==> config.mk <==
export PLATFORM = sky130hd
export DESIGN_NAME = llc_snoop_responder_flat
export DESIGN_NICKNAME = d
export VERILOG_FILES = /design/src/rtl/llc_snoop_responder_if.sv /design/src/rtl/llc_snoop_responder.sv /design/src/flat_wrapper.sv
export SDC_FILE = /design/constraint.sdc
export NUM_CORES = 1
export LEC_CHECK = 0
export BUFFER_PORTS_ARGS = -buffer_cell sky130_fd_sc_hd__buf_2
export CAP_MARGIN = 20
export CORE_MARGIN = 2
export CORE_UTILIZATION = 35
export DETAILED_ROUTE_END_ITERATION = 8
export PLACE_DENSITY = 0.52
export SYNTH_ARGS = -nofsm -noshare
export SYNTH_HDL_FRONTEND = slang
export SYNTH_SLANG_ARGS = --single-unit
==> constraint.sdc <==
create_clock -name clock -period 2.85 [get_ports clock]
set_clock_uncertainty 0.15 [all_clocks]
set_input_delay 0.57 -clock clock [delete_from_list [all_inputs] [get_ports clock]]
set_output_delay 0.57 -clock clock [all_outputs]
set_load 0.02 [all_outputs]
==> src/rtl/llc_snoop_responder_if.sv <==
// Snoop-side bus bundle for the LLC snoop responder: snooped ops, result, DRAM writeback,
// L1 messages and the local fill port.
interface llc_snoop_responder_if #(
  parameter int ADDR_W = 32
);
  logic              bus_valid;
  logic              bus_ready;
  logic [2:0]        bus_op;
  logic [ADDR_W-1:0] bus_addr;
  logic              snoop_valid;
  logic [1:0]        snoop_result;
  logic              wb_valid;
  logic              wb_ready;
  logic [ADDR_W-1:0] wb_addr;
  logic              l1_msg_valid;
  logic [2:0]        l1_msg;
  logic [ADDR_W-1:0] l1_msg_addr;
  logic              fill_valid;
  logic              fill_ready;
  logic [ADDR_W-1:0] fill_addr;
  logic [1:0]        fill_state;

  modport master (
    output bus_valid, bus_op, bus_addr, wb_ready, fill_valid, fill_addr, fill_state,
    input  bus_ready, snoop_valid, snoop_result, wb_valid, wb_addr,
           l1_msg_valid, l1_msg, l1_msg_addr, fill_ready
  );

  modport slave (
    input  bus_valid, bus_op, bus_addr, wb_ready, fill_valid, fill_addr, fill_state,
    output bus_ready, snoop_valid, snoop_result, wb_valid, wb_addr,
           l1_msg_valid, l1_msg, l1_msg_addr, fill_ready
  );
endinterface

==> src/rtl/llc_snoop_responder.sv <==
// Direct-mapped MESI snoop responder: answers snooped bus ops, pulls dirty data from L1 and
// writes it back, and invalidates L1 copies. States: IDLE accept | LOOKUP tag read |
// RESPOND result | GETL1 fetch from L1 | WBACK DRAM writeback | UPDATE MESI write.
module llc_snoop_responder #(
  parameter int ADDR_W   = 32,
  parameter int OFFSET_W = 6,
  parameter int INDEX_W  = 4
) (
  input  logic                  clock,
  input  logic                  reset,
  llc_snoop_responder_if.slave  bus,
  output logic [15:0]           snoop_count,
  output logic [15:0]           hitm_count
);
  localparam int TAG_W  = ADDR_W - OFFSET_W - INDEX_W;
  localparam int LINE_W = ADDR_W - OFFSET_W;
  localparam int LINES  = 1 << INDEX_W;

  localparam logic [2:0] OP_READ  = 3'd1;
  localparam logic [2:0] OP_WRITE = 3'd2;
  localparam logic [2:0] OP_INV   = 3'd3;
  localparam logic [2:0] OP_RWIM  = 3'd4;

  localparam logic [1:0] MESI_I = 2'd0;
  localparam logic [1:0] MESI_S = 2'd1;
  localparam logic [1:0] MESI_E = 2'd2;
  localparam logic [1:0] MESI_M = 2'd3;

  localparam logic [1:0] RES_NOHIT = 2'd0;
  localparam logic [1:0] RES_HIT   = 2'd1;
  localparam logic [1:0] RES_HITM  = 2'd2;

  localparam logic [2:0] MSG_GETLINE = 3'd1;
  localparam logic [2:0] MSG_INVLINE = 3'd3;

  typedef enum logic [2:0] {
    S_IDLE, S_LOOKUP, S_RESPOND, S_GETL1, S_WBACK, S_UPDATE
  } state_t;

  state_t state, state_nxt;

  logic [TAG_W-1:0]  tag_arr [LINES];
  logic [1:0]        mesi_arr [LINES];
  logic [2:0]        op_q;
  logic [LINE_W-1:0] line_q;
  logic              match_q;
  logic [1:0]        mesi_q;

  logic [INDEX_W-1:0] idx_q, fill_idx, bus_idx_unused_free;
  logic [TAG_W-1:0]   tag_q, fill_tag;
  logic [ADDR_W-1:0]  line_addr;
  logic               op_known;
  logic [1:0]         result;
  logic [1:0]         mesi_upd;
  logic               accept;
  logic               fill_go;
  logic               unused_bits;

  assign idx_q     = line_q[INDEX_W-1:0];
  assign tag_q     = line_q[LINE_W-1:INDEX_W];
  assign line_addr = {line_q, {OFFSET_W{1'b0}}};
  assign fill_idx  = bus.fill_addr[OFFSET_W +: INDEX_W];
  assign fill_tag  = bus.fill_addr[ADDR_W-1 -: TAG_W];
  assign bus_idx_unused_free = '0;
  assign unused_bits = ^{bus.bus_addr[OFFSET_W-1:0], bus.fill_addr[OFFSET_W-1:0],
                         bus_idx_unused_free};

  assign bus.bus_ready  = (state == S_IDLE);
  assign bus.fill_ready = (state == S_IDLE) && !bus.bus_valid;
  assign accept  = (state == S_IDLE) && bus.bus_valid;
  assign fill_go = bus.fill_valid && bus.fill_ready;

  // Undefined opcodes never hit, so they also never move the line or trigger messages.
  always_comb begin
    op_known = (op_q >= OP_READ) && (op_q <= OP_RWIM);
    result   = RES_NOHIT;
    mesi_upd = mesi_q;
    if (op_known && match_q) begin
      case (mesi_q)
        MESI_M:         result = RES_HITM;
        MESI_S, MESI_E: result = RES_HIT;
        default:        result = RES_NOHIT;
      endcase
      case (op_q)
        OP_READ:  if (mesi_q != MESI_I) mesi_upd = MESI_S;
        OP_RWIM:  mesi_upd = MESI_I;
        OP_INV:   if (mesi_q == MESI_S) mesi_upd = MESI_I;
        OP_WRITE: mesi_upd = mesi_q;
        default:  mesi_upd = mesi_q;
      endcase
    end
  end

  always_comb begin
    state_nxt         = state;
    bus.snoop_valid   = 1'b0;
    bus.snoop_result  = RES_NOHIT;
    bus.wb_valid      = 1'b0;
    bus.wb_addr       = '0;
    bus.l1_msg_valid  = 1'b0;
    bus.l1_msg        = 3'd0;
    bus.l1_msg_addr   = '0;
    case (state)
      S_IDLE:   if (bus.bus_valid) state_nxt = S_LOOKUP;
      S_LOOKUP: state_nxt = S_RESPOND;
      S_RESPOND: begin
        bus.snoop_valid  = 1'b1;
        bus.snoop_result = result;
        if (result == RES_HITM && (op_q == OP_READ || op_q == OP_RWIM))
          state_nxt = S_GETL1;
        else
          state_nxt = S_UPDATE;
      end
      S_GETL1: begin
        bus.l1_msg_valid = 1'b1;
        bus.l1_msg       = MSG_GETLINE;
        bus.l1_msg_addr  = line_addr;
        state_nxt        = S_WBACK;
      end
      S_WBACK: begin
        bus.wb_valid = 1'b1;
        bus.wb_addr  = line_addr;
        if (bus.wb_ready) state_nxt = S_UPDATE;
      end
      S_UPDATE: begin
        if (mesi_q != MESI_I && mesi_upd == MESI_I) begin
          bus.l1_msg_valid = 1'b1;
          bus.l1_msg       = MSG_INVLINE;
          bus.l1_msg_addr  = line_addr;
        end
        state_nxt = S_IDLE;
      end
      default: state_nxt = S_IDLE;
    endcase
  end

  always_ff @(posedge clock) begin
    if (reset) begin
      state       <= S_IDLE;
      op_q        <= 3'd0;
      line_q      <= '0;
      match_q     <= 1'b0;
      mesi_q      <= MESI_I;
      snoop_count <= 16'd0;
      hitm_count  <= 16'd0;
      for (int i = 0; i < LINES; i++) begin
        tag_arr[i]  <= '0;
        mesi_arr[i] <= MESI_I;
      end
    end else begin
      state <= state_nxt;
      if (accept) begin
        op_q   <= bus.bus_op;
        line_q <= bus.bus_addr[ADDR_W-1:OFFSET_W];
        if (snoop_count != 16'hFFFF) snoop_count <= snoop_count + 16'd1;
      end
      if (fill_go) begin
        tag_arr[fill_idx]  <= fill_tag;
        mesi_arr[fill_idx] <= bus.fill_state;
      end
      if (state == S_LOOKUP) begin
        match_q <= (tag_arr[idx_q] == tag_q);
        mesi_q  <= mesi_arr[idx_q];
      end
      if (state == S_RESPOND && result == RES_HITM && hitm_count != 16'hFFFF)
        hitm_count <= hitm_count + 16'd1;
      if (state == S_UPDATE && match_q)
        mesi_arr[idx_q] <= mesi_upd;
    end
  end
endmodule

==> src/flat_wrapper.sv <==
// flat-port wrapper written by rule: the top's interface ports become plain ports
module llc_snoop_responder_flat 
#(
  parameter int ADDR_W   = 32,
  parameter int OFFSET_W = 6,
  parameter int INDEX_W  = 4
)
  (clock, reset, snoop_count, hitm_count, bus_bus_valid, bus_bus_op, bus_bus_addr, bus_wb_ready, bus_fill_valid, bus_fill_addr, bus_fill_state, bus_bus_ready, bus_snoop_valid, bus_snoop_result, bus_wb_valid, bus_wb_addr, bus_l1_msg_valid, bus_l1_msg, bus_l1_msg_addr, bus_fill_ready);
  llc_snoop_responder_if #(.ADDR_W(ADDR_W)) bus_i ();
  input  logic clock;
  input  logic reset;
  output logic [15:0] snoop_count;
  output logic [15:0] hitm_count;
  input wire logic [$bits(bus_i.bus_valid)-1:0] bus_bus_valid;
  input wire logic [$bits(bus_i.bus_op)-1:0] bus_bus_op;
  input wire logic [$bits(bus_i.bus_addr)-1:0] bus_bus_addr;
  input wire logic [$bits(bus_i.wb_ready)-1:0] bus_wb_ready;
  input wire logic [$bits(bus_i.fill_valid)-1:0] bus_fill_valid;
  input wire logic [$bits(bus_i.fill_addr)-1:0] bus_fill_addr;
  input wire logic [$bits(bus_i.fill_state)-1:0] bus_fill_state;
  output wire logic [$bits(bus_i.bus_ready)-1:0] bus_bus_ready;
  output wire logic [$bits(bus_i.snoop_valid)-1:0] bus_snoop_valid;
  output wire logic [$bits(bus_i.snoop_result)-1:0] bus_snoop_result;
  output wire logic [$bits(bus_i.wb_valid)-1:0] bus_wb_valid;
  output wire logic [$bits(bus_i.wb_addr)-1:0] bus_wb_addr;
  output wire logic [$bits(bus_i.l1_msg_valid)-1:0] bus_l1_msg_valid;
  output wire logic [$bits(bus_i.l1_msg)-1:0] bus_l1_msg;
  output wire logic [$bits(bus_i.l1_msg_addr)-1:0] bus_l1_msg_addr;
  output wire logic [$bits(bus_i.fill_ready)-1:0] bus_fill_ready;
  assign bus_i.bus_valid = bus_bus_valid;
  assign bus_i.bus_op = bus_bus_op;
  assign bus_i.bus_addr = bus_bus_addr;
  assign bus_i.wb_ready = bus_wb_ready;
  assign bus_i.fill_valid = bus_fill_valid;
  assign bus_i.fill_addr = bus_fill_addr;
  assign bus_i.fill_state = bus_fill_state;
  assign bus_bus_ready = bus_i.bus_ready;
  assign bus_snoop_valid = bus_i.snoop_valid;
  assign bus_snoop_result = bus_i.snoop_result;
  assign bus_wb_valid = bus_i.wb_valid;
  assign bus_wb_addr = bus_i.wb_addr;
  assign bus_l1_msg_valid = bus_i.l1_msg_valid;
  assign bus_l1_msg = bus_i.l1_msg;
  assign bus_l1_msg_addr = bus_i.l1_msg_addr;
  assign bus_fill_ready = bus_i.fill_ready;
  llc_snoop_responder #(.ADDR_W(ADDR_W), .OFFSET_W(OFFSET_W), .INDEX_W(INDEX_W)) u_core (.clock(clock), .reset(reset), .bus(bus_i), .snoop_count(snoop_count), .hitm_count(hitm_count));
endmodule
==> tab_implementation.tex <==
\begin{tabular}{lr}
\hline
Metric & Value \\
\hline
\multicolumn{2}{l}{\textbf{Global route}} \\
\quad Initial antenna violation count & 2 \\
\quad Global-route usage over all layers & 0.205 \\
\quad Wire length of the first global-routing pass & 95.5 mm \\
\quad Grt total ovfl & 0 \\
\quad Via count of the first global-routing pass & 14122 \\
\quad Largest net degree at the start of global routing & 73 \\
\multicolumn{2}{l}{\textbf{Power and ir drop}} \\
\quad Net Sw Frac & 0.242 \\
\quad Cell Pwr Density & 587 nW/um2 \\
\quad Sw Pwr & 3.79 mW \\
\quad Share of total power in sequential cells & 0.486 \\
\quad Combinational Power Share & 0.112 \\
\quad Internal power component & 11.9 mW \\
\quad Static Leak & 10.0 nW \\
\quad Maximum resistive drop on vdd & 0.000328 V \\
\quad Clk pwr share & 0.402 \\
\multicolumn{2}{l}{\textbf{Final layout}} \\
\quad Number of filler cells placed in the layout & 5573 \\
\quad Final \#Nets & 1993 \\
\quad Fin cells & 2745 \\
\quad Share of final-layout standard cells stronger than drive strength 1 & 0.308 \\
\quad Area added between synthesis and finish & 23.3\% \\
\quad Final design utilization & 0.435 \\
\quad Number of diodes added for antenna fixing & 0 \\
\multicolumn{2}{l}{\textbf{Synthesis}} \\
\quad Async set or reset register ratio after synthesis & 0 \\
\quad Cell count after synthesis & 1637 \\
\quad Post-synth EDFFs & 384 \\
\quad Post-synth top area share & 0.533 \\
\quad Most area-hungry cell type in the Yosys netlist & edfxtp\_1 \\
\quad Synthesized area per cell & 13.2 um2 \\
\quad Portion of the post-synthesis area used by sequential elements & 0.599 \\
\quad Synth Register Bits & 455 \\
\quad Library cell with the highest instance count after synthesis & edfxtp\_1 \\
\quad Yosys warnings & 0 \\
\quad Most area-consuming cells after synthesis & edfxtp\_1, and2\_1, mux4\_2 \\
\quad Netlist area before placement & 21600 um2 \\
\quad Commonest cells in the synthesized netlist & edfxtp\_1, and2\_1, nor2\_1 \\
\quad Library cells used by synthesis & 63 \\
\quad Main synth FF type & edfxtp\_1 \\
\multicolumn{2}{l}{\textbf{Critical path}} \\
\quad Crit-path max FO & 14 \\
\quad Type of destination of the critical path & output pin \\
\quad Crit start category & flop \\
\quad Critical path class & flop to output pin \\
\quad Cell type with the highest occurrence count on the critical path & a21oi\_2 \\
\quad Crit-path max cell delay & 370 ps \\
\quad CP Data Required Time & 2130 ps \\
\quad Data arrival time at the worst-slack endpoint & 2390 ps \\
\quad Slowest cell on crit path & dfxtp\_4 \\
\quad Worst path cell trace & buf\_6, ha\_4, a21oi\_2, o21ai\_2, a21oi\_2, nor4\_4, a21oi\_4, buf\_8, nor2\_1, buf\_4 \\
\multicolumn{2}{l}{\textbf{Run}} \\
\quad Number of max-cap violations & 0 \\
\multicolumn{2}{l}{\textbf{Timing}} \\
\quad Period utilization & 1.09 \\
\quad Final worst path period need & 3110 ps \\
\quad Worst-case headroom to the max-slew limit & 0.480 \\
\quad Setup violation total in the final timing report & 30 \\
\quad Max Clock Freq & 0.321 GHz \\
\quad Pins Over Slew Limit & 0 \\
\quad Setup repair after global routing missed its margin & yes \\
\quad PnR worst setup slack & -261 ps \\
\quad Hold Fails Final Rpt & 0 \\
\quad Tightest Pin Transition & 780 ps \\
\multicolumn{2}{l}{\textbf{Placement}} \\
\quad Count of input and output buffers & 154 \\
\quad Half-perimeter wire length after placement & 44.7 mm \\
\quad Number of cells in the design after placement & 2628 \\
\quad Global placer's final weighted congestion & 0.838 \\
\multicolumn{2}{l}{\textbf{Clock network}} \\
\quad Clock tree from TritonCTS & done \\
\quad Number of clock buffers inserted by TritonCTS & 52 \\
\quad Number of clock sinks seen by CTS & 455 \\
\quad Clk Tree Root Cell & clkbuf\_16 \\
\quad Worst-Skew Late Latency & 580 ps \\
\quad Post-cts hold buffer count & 0 \\
\quad Clock Tree Buf Depth & 3 \\
\quad Clock transition at the register clock pins on the worst setup and hold paths after CTS & 60 ps \\
\quad Max H-tree Level & 2 \\
\multicolumn{2}{l}{\textbf{Die}} \\
\quad Starting density of the core & 0.353 \\
\quad Die X-Extent & 253 um \\
\quad Top Ports & 180 \\
\quad DIE HEIGHT & 253 um \\
\quad Cell Rows & 91 \\
\quad Total die area & 63800 um2 \\
\quad Core area & 61400 um2 \\
\multicolumn{2}{l}{\textbf{Routing}} \\
\quad Number of design-rule violations left by the first detailed-router iteration & 1054 \\
\quad Via-per-instance ratio & 5.12 \\
\quad Total wirelength of the detailed-routed design & 65.9 mm \\
\quad Count of vias placed by the detailed router & 14068 \\
\quad Routed wire length per instance & 24.0 um \\
\quad Post-route DRC & 0 \\
\quad ANT nets after route & 0 \\
\quad DRT Pass-1 Iters & 7 \\
\multicolumn{2}{l}{\textbf{Status}} \\
\quad Outcome & finished with violations \\
\quad Violated checks & negative setup slack \\
\multicolumn{2}{l}{\textbf{Min path}} \\
\quad Kind of path behind the tightest hold check & primary input to flop \\
\hline
\end{tabular}
## repair_timing
item                                    CTS  global route
buffers inserted                         10            10
endpoints found under the setup margin   30            31
gates cloned                              0             1
resized for setup                        77            22
pin swaps                                 4             3
## cells in the final DEF (no fill, tap or decap), types with 29 or more instances in the layout
cell type,Yosys,routed
a21oi_1,46,43
and2_1,382,382
buf_12,0,34
buf_2,15,125
buf_4,20,168
clkbuf_16,0,54
dfxtp_1,71,63
edfxtp_1,384,384
mux2i_1,35,33
mux4_2,99,99
nand2_1,78,78
nor2_1,101,88
or2_2,29,29
xnor2_1,36,35
## power groups by stage
stage | Sequential, mW | Combinational [mW] | Clock [mW]
2_1_floorplan | 7.64 | 0.942 | 0
3_3_place_gp | 7.73 | 1.65 | 0
3_5_place_dp | 7.74 | 1.66 | 0
4_1_cts | 7.60 | 1.73 | 6.43
5_1_grt | 7.62 | 1.87 | 6.69
6_report | 7.60 | 1.75 | 6.29
## layout make-up
type / instances / area [um2] / area share
clock buffer: 78 / 1430 / 0.0536
clock inverter: 18 / 138 / 0.00516
inverter: 21 / 88.8 / 0.00333
multi-input combinational: 1041 / 8280 / 0.310
sequential: 455 / 13000 / 0.486
tap: 790 / 988 / 0.0370
timing repair buffer: 342 / 2770 / 0.104
## metal layers
metal | global-route usage | routed length (um)
met3 | 0.0391 | 3730
met1 | 0.271 | 28800
met2 | 0.349 | 31900
met4 | 0.0472 | 1410
met5 | 0 | 30
## stage by stage
| step | setup WS [ps] | power, mW | cell area, um2 | TNS (ps) | hold slack, ps |
|---|---|---|---|---|---|
| 2_1_floorplan | -36.4 | 8.59 | 21700 | -322 | 315 |
| 3_3_place_gp | -133 | 9.38 | 24600 | -133 | 325 |
| 3_5_place_dp | -138 | 9.40 | 24600 | -1740 | 342 |
| 4_1_cts | -264 | 15.8 | 26500 | -6760 | 36.0 |
| 5_1_grt | -365 | 16.2 | 26700 | -9890 | 49.9 |
| 6_report | -261 | 15.6 | 26700 | -6890 | 64.1 |
## flip-flops by register name (all words and copies together) (netlist names), named ones only
register / flops
u_core.tag_arr: 352
u_core.mesi_arr: 32
u_core.line_q: 26
u_core.hitm_count: 16
u_core.snoop_count: 16
u_core.op_q: 3
u_core.state: 3
u_core.mesi_q: 2
u_core.match_q: 1
## worst max-delay path, delay by kind of cell (launching register included)
family / cells / cell delay, ps
flops: 1 / 370
fa+ha+maj: 1 / 150
buf+inv: 3 / 490
simple gates: 2 / 140
compound gates: 4 / 640
## path summary, 6_finish.rpt
kind / cells past startpoint / slack, ps / endpoint / start
worst max-delay path: 10 / -260 / bus_l1_msg_addr[29] / u_core.mesi_q[0]
worst min-delay path: 3 / 60 / u_core.op_q[0] / bus_bus_op[0]
worst max register to register: 12 / -50 / u_core.match_q / flop
worst min register to register: 2 / 350 / u_core.hitm_count[7] / u_core.hitm_count[7]
## kinds of logic (layout without fill, tap and decap cells)
kind of cell             count (synthesis)  in the layout  share of synthesized area
XOR/XNOR                                51             51                     0.0206
AO/OA/AOI/OAI                          123            123                     0.0375
flip-flops                             455            455                      0.599
AND/OR/NAND/NOR                        706            706                      0.184
adder cells (fa/ha/maj)                  6              6                    0.00347
buffers and inverters                  153            459                     0.0326
other                                    1             13                   0.000173
multiplexers                           142            142                      0.123
Power figures use the tool's default switching activity.
